[config.mk]
export PLATFORM = sky130hd
export DESIGN_NAME = ts4231_emulator
export DESIGN_NICKNAME = d
export VERILOG_FILES = /design/src/rtl/ts4231_pkg.sv /design/src/rtl/ts4231_bus_edge.sv /design/src/rtl/ts4231_emulator.sv
export SDC_FILE = /design/constraint.sdc
export NUM_CORES = 1
export LEC_CHECK = 0
export CAP_MARGIN = 30
export CELL_PAD_IN_SITES_DETAIL_PLACEMENT = 0
export CELL_PAD_IN_SITES_GLOBAL_PLACEMENT = 2
export CORE_ASPECT_RATIO = 0.75
export CORE_MARGIN = 2
export CORE_UTILIZATION = 37
export CTS_BUF_LIST = sky130_fd_sc_hd__clkbuf_8 sky130_fd_sc_hd__clkbuf_16
export CTS_CLUSTER_DIAMETER = 150
export CTS_CLUSTER_SIZE = 40
export DETAILED_ROUTE_END_ITERATION = 16
export GPL_TIMING_DRIVEN = 0
export MAX_ROUTING_LAYER = met4
export PLACE_DENSITY_LB_ADDON = 0.1
export SYNTH_ARGS = -nofsm -noshare
export SYNTH_HDL_FRONTEND = slang
export SYNTH_SLANG_ARGS = --single-unit
[constraint.sdc]
create_clock -name clk -period 3.6 [get_ports clk]
set_clock_uncertainty 0.1 [all_clocks]
set_input_delay 0.72 -clock clk [delete_from_list [all_inputs] [get_ports clk]]
set_output_delay 0.72 -clock clk [all_outputs]
set_load 0.01 [all_outputs]
[src/rtl/ts4231_pkg.sv]
// Shared encodings for the TS4231 device-side emulator and its host driver.
// Latency: n/a (types, constants and helper functions only).
// Backpressure: n/a.
//
// Contents: device state encoding, D/E pin phase codes, entry-sequence
// expectation helper, microsecond-to-cycle conversion.
package ts4231_pkg;

  // Device state as seen on dev_state_o; the encoding is shared with the host driver.
  typedef enum logic [2:0] {
    ST_SLEEP   = 3'b000,
    ST_WATCH   = 3'b001,
    ST_S3      = 3'b010,
    ST_S0      = 3'b011,
    ST_UNKNOWN = 3'b100
  } dev_state_e;

  // D carries data, E acts as the clock/strobe of the two-wire bus.
  typedef enum logic {
    PH_DATA = 1'b0,
    PH_CLK  = 1'b1
  } pin_phase_e;

  // Entry sequence: E fall, E rise, E fall, E rise, D fall, D rise.
  localparam logic [2:0] ENTRY_LAST = 3'd5;

  // Which pin the entry matcher expects at a given step.
  function automatic pin_phase_e entry_pin(input logic [2:0] step);
    return (step < 3'd4) ? PH_CLK : PH_DATA;
  endfunction

  // Odd steps expect a rising edge, even steps a falling edge.
  function automatic logic entry_rising(input logic [2:0] step);
    return step[0];
  endfunction

  function automatic int unsigned us_to_cycles(input int unsigned clk_hz,
                                               input int unsigned us);
    return (clk_hz / 1_000_000) * us;
  endfunction

endpackage

[src/rtl/ts4231_bus_edge.sv]
// Registers the resolved D/E bus levels and flags rise/fall on each pin.
// Latency: strobes are combinational against the previous-cycle level.
// Backpressure: none; strobes are single-cycle and must be consumed at once.
//
// Ports: clk, rst_n (async, active low); bus_d_i/bus_e_i resolved levels;
//        d_rise_o/d_fall_o/e_rise_o/e_fall_o single-cycle edge strobes.
module ts4231_bus_edge (
  input  logic clk,
  input  logic rst_n,
  input  logic bus_d_i,
  input  logic bus_e_i,
  output logic d_rise_o,
  output logic d_fall_o,
  output logic e_rise_o,
  output logic e_fall_o
);

  logic d_prev_q;
  logic e_prev_q;

  // Reset level matches the bus with host released and device driving 00.
  always_ff @(posedge clk or negedge rst_n) begin
    if (!rst_n) begin
      d_prev_q <= 1'b0;
      e_prev_q <= 1'b0;
    end else begin
      d_prev_q <= bus_d_i;
      e_prev_q <= bus_e_i;
    end
  end

  assign d_rise_o =  bus_d_i & ~d_prev_q;
  assign d_fall_o = ~bus_d_i &  d_prev_q;
  assign e_rise_o =  bus_e_i & ~e_prev_q;
  assign e_fall_o = ~bus_e_i &  e_prev_q;

endmodule

[src/rtl/ts4231_emulator.sv]
// Device-side TS4231 model: tracks sensor state, decodes host D/E sequences, drives idle levels.
// Latency: state changes one cycle after the decoding edge; idle drive follows state one cycle later.
// Backpressure: none; the host bus is free-running, stalls are bounded by the edge timeout.
//
// Ports: clk, rst_n (async, active low); host_{d,e}_i / host_{d,e}_oe_i host pin levels
//        and enables; bus_{d,e}_o resolved bus; light_i/light_data_i light stimulus;
//        dev_state_o state code; cfg_value_o/cfg_valid_o committed config; cfg_err_o abort pulse.
module ts4231_emulator #(
  parameter int unsigned CLK_SPEED  = 50_000_000,
  parameter int unsigned CFG_BITS   = 15,
  parameter int unsigned TIMEOUT_US = 1000,
  parameter logic [15:0] CFG_RESET  = 16'h0000
) (
  input  logic        clk,
  input  logic        rst_n,
  input  logic        host_d_i,
  input  logic        host_d_oe_i,
  input  logic        host_e_i,
  input  logic        host_e_oe_i,
  output logic        bus_d_o,
  output logic        bus_e_o,
  input  logic        light_i,
  input  logic        light_data_i,
  output logic [2:0]  dev_state_o,
  output logic [15:0] cfg_value_o,
  output logic        cfg_valid_o,
  output logic        cfg_err_o
);

  import ts4231_pkg::*;

  localparam int unsigned TO_CYCLES = us_to_cycles(CLK_SPEED, TIMEOUT_US);
  localparam int          TO_W      = $clog2(TO_CYCLES + 1);
  localparam logic [TO_W-1:0] TO_MAX  = TO_W'(TO_CYCLES);
  localparam logic [3:0]      NBITS_C = 4'(CFG_BITS);

  dev_state_e          state_q;
  logic [2:0]          step_q;
  logic                in_frame_q;
  logic [3:0]          bit_cnt_q;
  logic                bit_ovf_q;
  logic [CFG_BITS-1:0] shift_q;
  logic [15:0]         cfg_value_q;
  logic                cfg_valid_q;
  logic                cfg_err_q;
  logic                dev_d_q;
  logic                dev_e_q;
  logic [TO_W-1:0]     to_cnt_q;
  logic [TO_W-1:0]     to_cnt_d;

  logic d_rise, d_fall, e_rise, e_fall;

  // Resolved bus: host wins whenever it enables its driver.
  assign bus_d_o = host_d_oe_i ? host_d_i : dev_d_q;
  assign bus_e_o = host_e_oe_i ? host_e_i : dev_e_q;

  ts4231_bus_edge u_bus_edge (
    .clk      (clk),
    .rst_n    (rst_n),
    .bus_d_i  (bus_d_o),
    .bus_e_i  (bus_e_o),
    .d_rise_o (d_rise),
    .d_fall_o (d_fall),
    .e_rise_o (e_rise),
    .e_fall_o (e_fall)
  );

  // A D edge coinciding with an E edge is dropped; the E edge wins.
  logic e_edge, any_edge, d_rise_ok, d_fall_ok;
  logic e_drv_edge, d_drv_edge;
  assign e_edge     = e_rise | e_fall;
  assign any_edge   = e_edge | d_rise | d_fall;
  assign d_rise_ok  = d_rise & ~e_edge;
  assign d_fall_ok  = d_fall & ~e_edge;
  assign e_drv_edge = e_edge & host_e_oe_i;
  assign d_drv_edge = (d_rise_ok | d_fall_ok) & host_d_oe_i;

  // Entry matcher: only host-driven edges advance or restart it.
  logic entry_hit, entry_miss;
  always_comb begin
    entry_hit = 1'b0;
    if (entry_pin(step_q) == PH_CLK)
      entry_hit = e_drv_edge && (e_rise == entry_rising(step_q));
    else
      entry_hit = d_drv_edge && (d_rise_ok == entry_rising(step_q));
  end
  assign entry_miss = (e_drv_edge | d_drv_edge) & ~entry_hit;

  logic s3_watch, sleep_watch, frame_start, bit_sample, frame_stop;
  assign s3_watch    = e_rise & host_e_oe_i & ~host_d_oe_i;
  assign sleep_watch = d_fall_ok & host_e_oe_i & ~bus_e_o;
  assign frame_start = d_fall_ok & host_d_oe_i & host_e_oe_i & bus_e_o;
  assign bit_sample  = e_rise & host_e_oe_i;
  assign frame_stop  = d_rise_ok & host_d_oe_i & bus_e_o;

  // Inactivity timeout, only armed while an entry sequence or frame is open.
  logic seq_active, timeout;
  assign seq_active = (step_q != 3'd0) || in_frame_q;
  assign timeout    = seq_active && !any_edge && (to_cnt_q == TO_MAX);

  always_comb begin
    to_cnt_d = to_cnt_q;
    if (!seq_active || any_edge)
      to_cnt_d = '0;
    else if (to_cnt_q != TO_MAX)
      to_cnt_d = to_cnt_q + 1'b1;
  end

  always_ff @(posedge clk or negedge rst_n) begin
    if (!rst_n) begin
      state_q     <= ST_S0;
      step_q      <= 3'd0;
      in_frame_q  <= 1'b0;
      bit_cnt_q   <= 4'd0;
      bit_ovf_q   <= 1'b0;
      shift_q     <= '0;
      cfg_value_q <= CFG_RESET;
      cfg_valid_q <= 1'b0;
      cfg_err_q   <= 1'b0;
      dev_d_q     <= 1'b0;
      dev_e_q     <= 1'b0;
      to_cnt_q    <= '0;
    end else begin
      cfg_err_q <= 1'b0;
      to_cnt_q  <= to_cnt_d;

      // Idle drive tracks the current state, hence lags a transition by one cycle.
      case (state_q)
        ST_SLEEP: {dev_d_q, dev_e_q} <= 2'b10;
        ST_WATCH: {dev_d_q, dev_e_q} <= light_i ? {light_data_i, 1'b0} : 2'b01;
        ST_S3:    {dev_d_q, dev_e_q} <= 2'b11;
        default:  {dev_d_q, dev_e_q} <= 2'b00;
      endcase

      case (state_q)
        ST_S0: begin
          if (light_i) state_q <= ST_S3;
        end

        ST_S3, ST_WATCH: begin
          if (timeout) begin
            step_q    <= 3'd0;
            cfg_err_q <= 1'b1;
          end else if ((state_q == ST_S3) && s3_watch && entry_hit) begin
            // One edge claimed by two decoders: park until reset.
            state_q <= ST_UNKNOWN;
            step_q  <= 3'd0;
          end else if ((state_q == ST_S3) && s3_watch) begin
            state_q <= ST_WATCH;
            step_q  <= 3'd0;
          end else if (entry_hit) begin
            if (step_q == ENTRY_LAST) begin
              state_q <= ST_SLEEP;
              step_q  <= 3'd0;
            end else begin
              step_q <= step_q + 3'd1;
            end
          end else if (entry_miss) begin
            step_q <= 3'd0;
          end
        end

        ST_SLEEP: begin
          if (timeout) begin
            in_frame_q <= 1'b0;
            cfg_err_q  <= 1'b1;
          end else if (!in_frame_q) begin
            if (frame_start) begin
              in_frame_q <= 1'b1;
              bit_cnt_q  <= 4'd0;
              bit_ovf_q  <= 1'b0;
              shift_q    <= '0;
            end else if (sleep_watch) begin
              state_q <= ST_WATCH;
            end
          end else if (bit_sample) begin
            shift_q <= {shift_q[CFG_BITS-2:0], bus_d_o};
            if (bit_cnt_q == 4'hF) bit_ovf_q <= 1'b1;
            else                   bit_cnt_q <= bit_cnt_q + 4'd1;
          end else if (frame_stop) begin
            in_frame_q <= 1'b0;
            if ((bit_cnt_q == NBITS_C) && !bit_ovf_q) begin
              cfg_value_q <= 16'(shift_q);
              cfg_valid_q <= 1'b1;
            end else begin
              cfg_err_q <= 1'b1;
            end
          end
        end

        default: ; // UNKNOWN holds until reset
      endcase
    end
  end

  assign dev_state_o = state_q;
  assign cfg_value_o = cfg_value_q;
  assign cfg_valid_o = cfg_valid_q;
  assign cfg_err_o   = cfg_err_q;

endmodule

==> out/metrics.csv <==
metric,value,unit
status,"finished, final reports clean",
Die W,112,um
Max Cap Viol,0,
relative slew slack,0.435,
Boundary Pins,31,
crit-path max FO,10,
sequential fraction of the synthesis area,0.496,
minimum clock period,3.44,ns
WL/cell,15.6,um
Worst-path clk slew,0.05,ns
design area,0.00399,mm2
CP Class,in2reg,
initial antenna violation count,0,
CTS root buffer,clkbuf_16,
setup violators final,0,
Rows,29,
final-report max-slew violation count,0,
Post-DP Area,0.00364,mm2
layout cells sized above 1,0.172,
H-tree levels,3,
Placed Cells,449,
Area contributors post-synth,"dfrtp_1, mux2_2, o31ai_1, nand2_1, o21ai_2",
Worst-Skew Late Latency,0.33,ns
via-per-instance ratio,5.24,
Fmax,291,MHz
period utilization,0.956,
Worst setup SP type,input port,
WL final,7.22,mm
Worst EP required,3.70,ns
reg2reg end,shift_q[14]$_DFFE_PN0P_,
GRT Resource Usage Total,0.172,
Post-Syn Area,0.00323,mm2
chip height,84.9,um
P_leak,0.00164,uW
PwrDens,526,mW/mm2
HPWL Detailed,4.87,mm
"antenna viol nets, final",0,
global-route wire length before repair,12.5,mm
CTS max path bufs,2,
R2R Path Start,dev_e_q$_DFF_PN0_,
ys flop type,dfrtp_1,
most frequent cells in the layout,"dfrtp_1, nand2_1, clkdlybuf4s50_1",
die area,0.00951,mm2
Slew @ Worst Pin,0.847,ns
CP Capture Type,register,
Max IR drop VDD,0.281,mV
Yosys top cell by area,dfrtp_1,
Hold Crit Class,in2async,
Final Hold Violating Endpoints,0,
largest net degree at the start of global routing,65,
vias in the first global route,2419,
net count after synthesis,325,
Antenna diodes,0,
Remaining DRCs,0,
Non-Filler Instances,462,
Worst R2R Path Depth,8,
Layout Area Growth over Synthesis,23.4,%
Num CTS Buffers,9,
Initial Util,0.382,
Fin Setup TNS,0,ns
"FF+latch count, synth",64,
CTS tree,done,
Worst R2R Setup Slack,0.91,ns
yosys warns,0,
asr flop ratio synth,1.00,
"commonest non-fill, non-tap cell in the layout",dfrtp_1,
vias,2419,
TritonRoute pass-1 iters,4,
synth unique cells,52,
Overflow after GRT,0,
Port Buffers,28,
DR iter-0 viols,88,
final net count,363,
Mapped Cells,313,
post-synth top area share,0.480,
gpl congestion,0.780,
Avg Inst Size Synth,10.3,um2
Placeable Area,0.00845,mm2
Post-synth EDFFs,0,
clk sink count,64,
postcts setup bufs,0,
CP arrival,3.54,ns
## routing by layer
layer,up-vias,track usage,share of wire
li1,1197,-,-
met1,1180,0.238,0.53
met2,34,0.246,0.43
met3,8,0.0493,0.033
met4,0,0.0505,0.011
met5,-,-,0
## critical path: stages
cell and delay (ns):
clkdlybuf4s50_1 0.60, mux2_2 0.43, ha_1 0.42, nand4_2 0.16, o31a_1 0.32, buf_2 0.19, clkbuf_1 0.25, o31ai_1 0.35
o21ai_2 0.09
## synthesized netlist by cell type (all sizes together), types with 2 or more instances
| library cell | number |
|---|---|
| nor3b | 2 |
| dfstp | 2 |
| and3 | 3 |
| ha | 4 |
| clkbuf | 11 |
| o21a | 2 |
| o41ai | 2 |
| dfrtp | 62 |
| o31a | 2 |
| and3b | 2 |
| nand2 | 27 |
| mux2 | 17 |
| nor3 | 10 |
| or3 | 7 |
| inv | 15 |
| nor4 | 4 |
| nor2 | 18 |
| buf | 10 |
| nor4b | 3 |
| a21oi | 10 |
| xnor2 | 10 |
| nor2b | 2 |
| or2 | 2 |
| a2bb2oi | 2 |
| nand4 | 7 |
| a31oi | 3 |
| nand3 | 13 |
| xor2 | 6 |
| o31ai | 16 |
| nand2b | 3 |
| o21ai | 22 |
## worst max-delay path by stage
stage,cells after the start,to,slack [ns],startpoint
5_1_grt,9,cfg_value_o[7]$_DFFE_PN0P_,-0.003,host_e_oe_i
2_1_floorplan,9,cfg_value_o[10]$_DFFE_PN0P_,0.58,host_e_oe_i
4_1_cts,9,cfg_value_o[12]$_DFFE_PN0P_,0.03,host_e_oe_i
3_5_place_dp,10,cfg_value_o[7]$_DFFE_PN0P_,-0.44,host_e_oe_i
6_report,9,shift_q[14]$_DFFE_PN0P_,0.16,host_e_oe_i
3_3_place_gp,1,cfg_value_o[10]$_DFFE_PN0P_,-0.61,rst_n
## layout make-up
class	count	area [um2]
flip-flops and latches	64	1600
clock inverters	3	90.1
well taps	108	135
plain buffers	20	108
clock buffers	11	253
multi-input cells	213	1470
fillers	803	4470
repair buffers	28	278
inverters	15	56.3
## state kept, by name, summed over array words and instances (netlist names), 3 cells and up
signal,flops
dev_state_o,3
step_q,3
shift_q,15
to_cnt_q,16
bit_cnt_q,4
cfg_value_o,15
## kinds of logic after synthesis
logic type                 count (synthesis)  share of synthesized area
DFF                                       64                      0.496
xor gates and xnor gates                  16                     0.0434
adders and majority gates                  4                     0.0155
and+or+nand+nor                          107                      0.176
buffers and inverters                     36                     0.0503
AOI/OAI and AO/OA                         67                      0.151
other                                      1                    0.00116
muxes                                     18                     0.0662
## report_power, final
group          leakage, uW  switching, uW  total [uW]  internal (uW)
logic             0.000606            181         288            107
clock network     0.000168            306        1010            706
registers         0.000868           38.1         798            760
total              0.00164            526        2100           1570
## timing repair
action / CTS / global route
hold buffers: 0 / 0
gates resized for setup: 0 / 3
endpoints found under the setup margin: 9 / 15
gates cloned: 0 / 0
## per-stage QoR
step | total power, uW | worst slack [ns] | hold WS, ns | utilization
3_3_place_gp | 1100 | -0.613 | 0.354 | 0.431
2_1_floorplan | 1000 | 0.578 | 0.324 | -
6_report | 2100 | 0.158 | 0.367 | 0.472
5_1_grt | 2210 | -0.00323 | 0.391 | 0.472
4_1_cts | 2120 | 0.0260 | 0.374 | 0.471
3_5_place_dp | 1100 | -0.442 | 0.360 | 0.431
(Power assumes the default switching activity.)
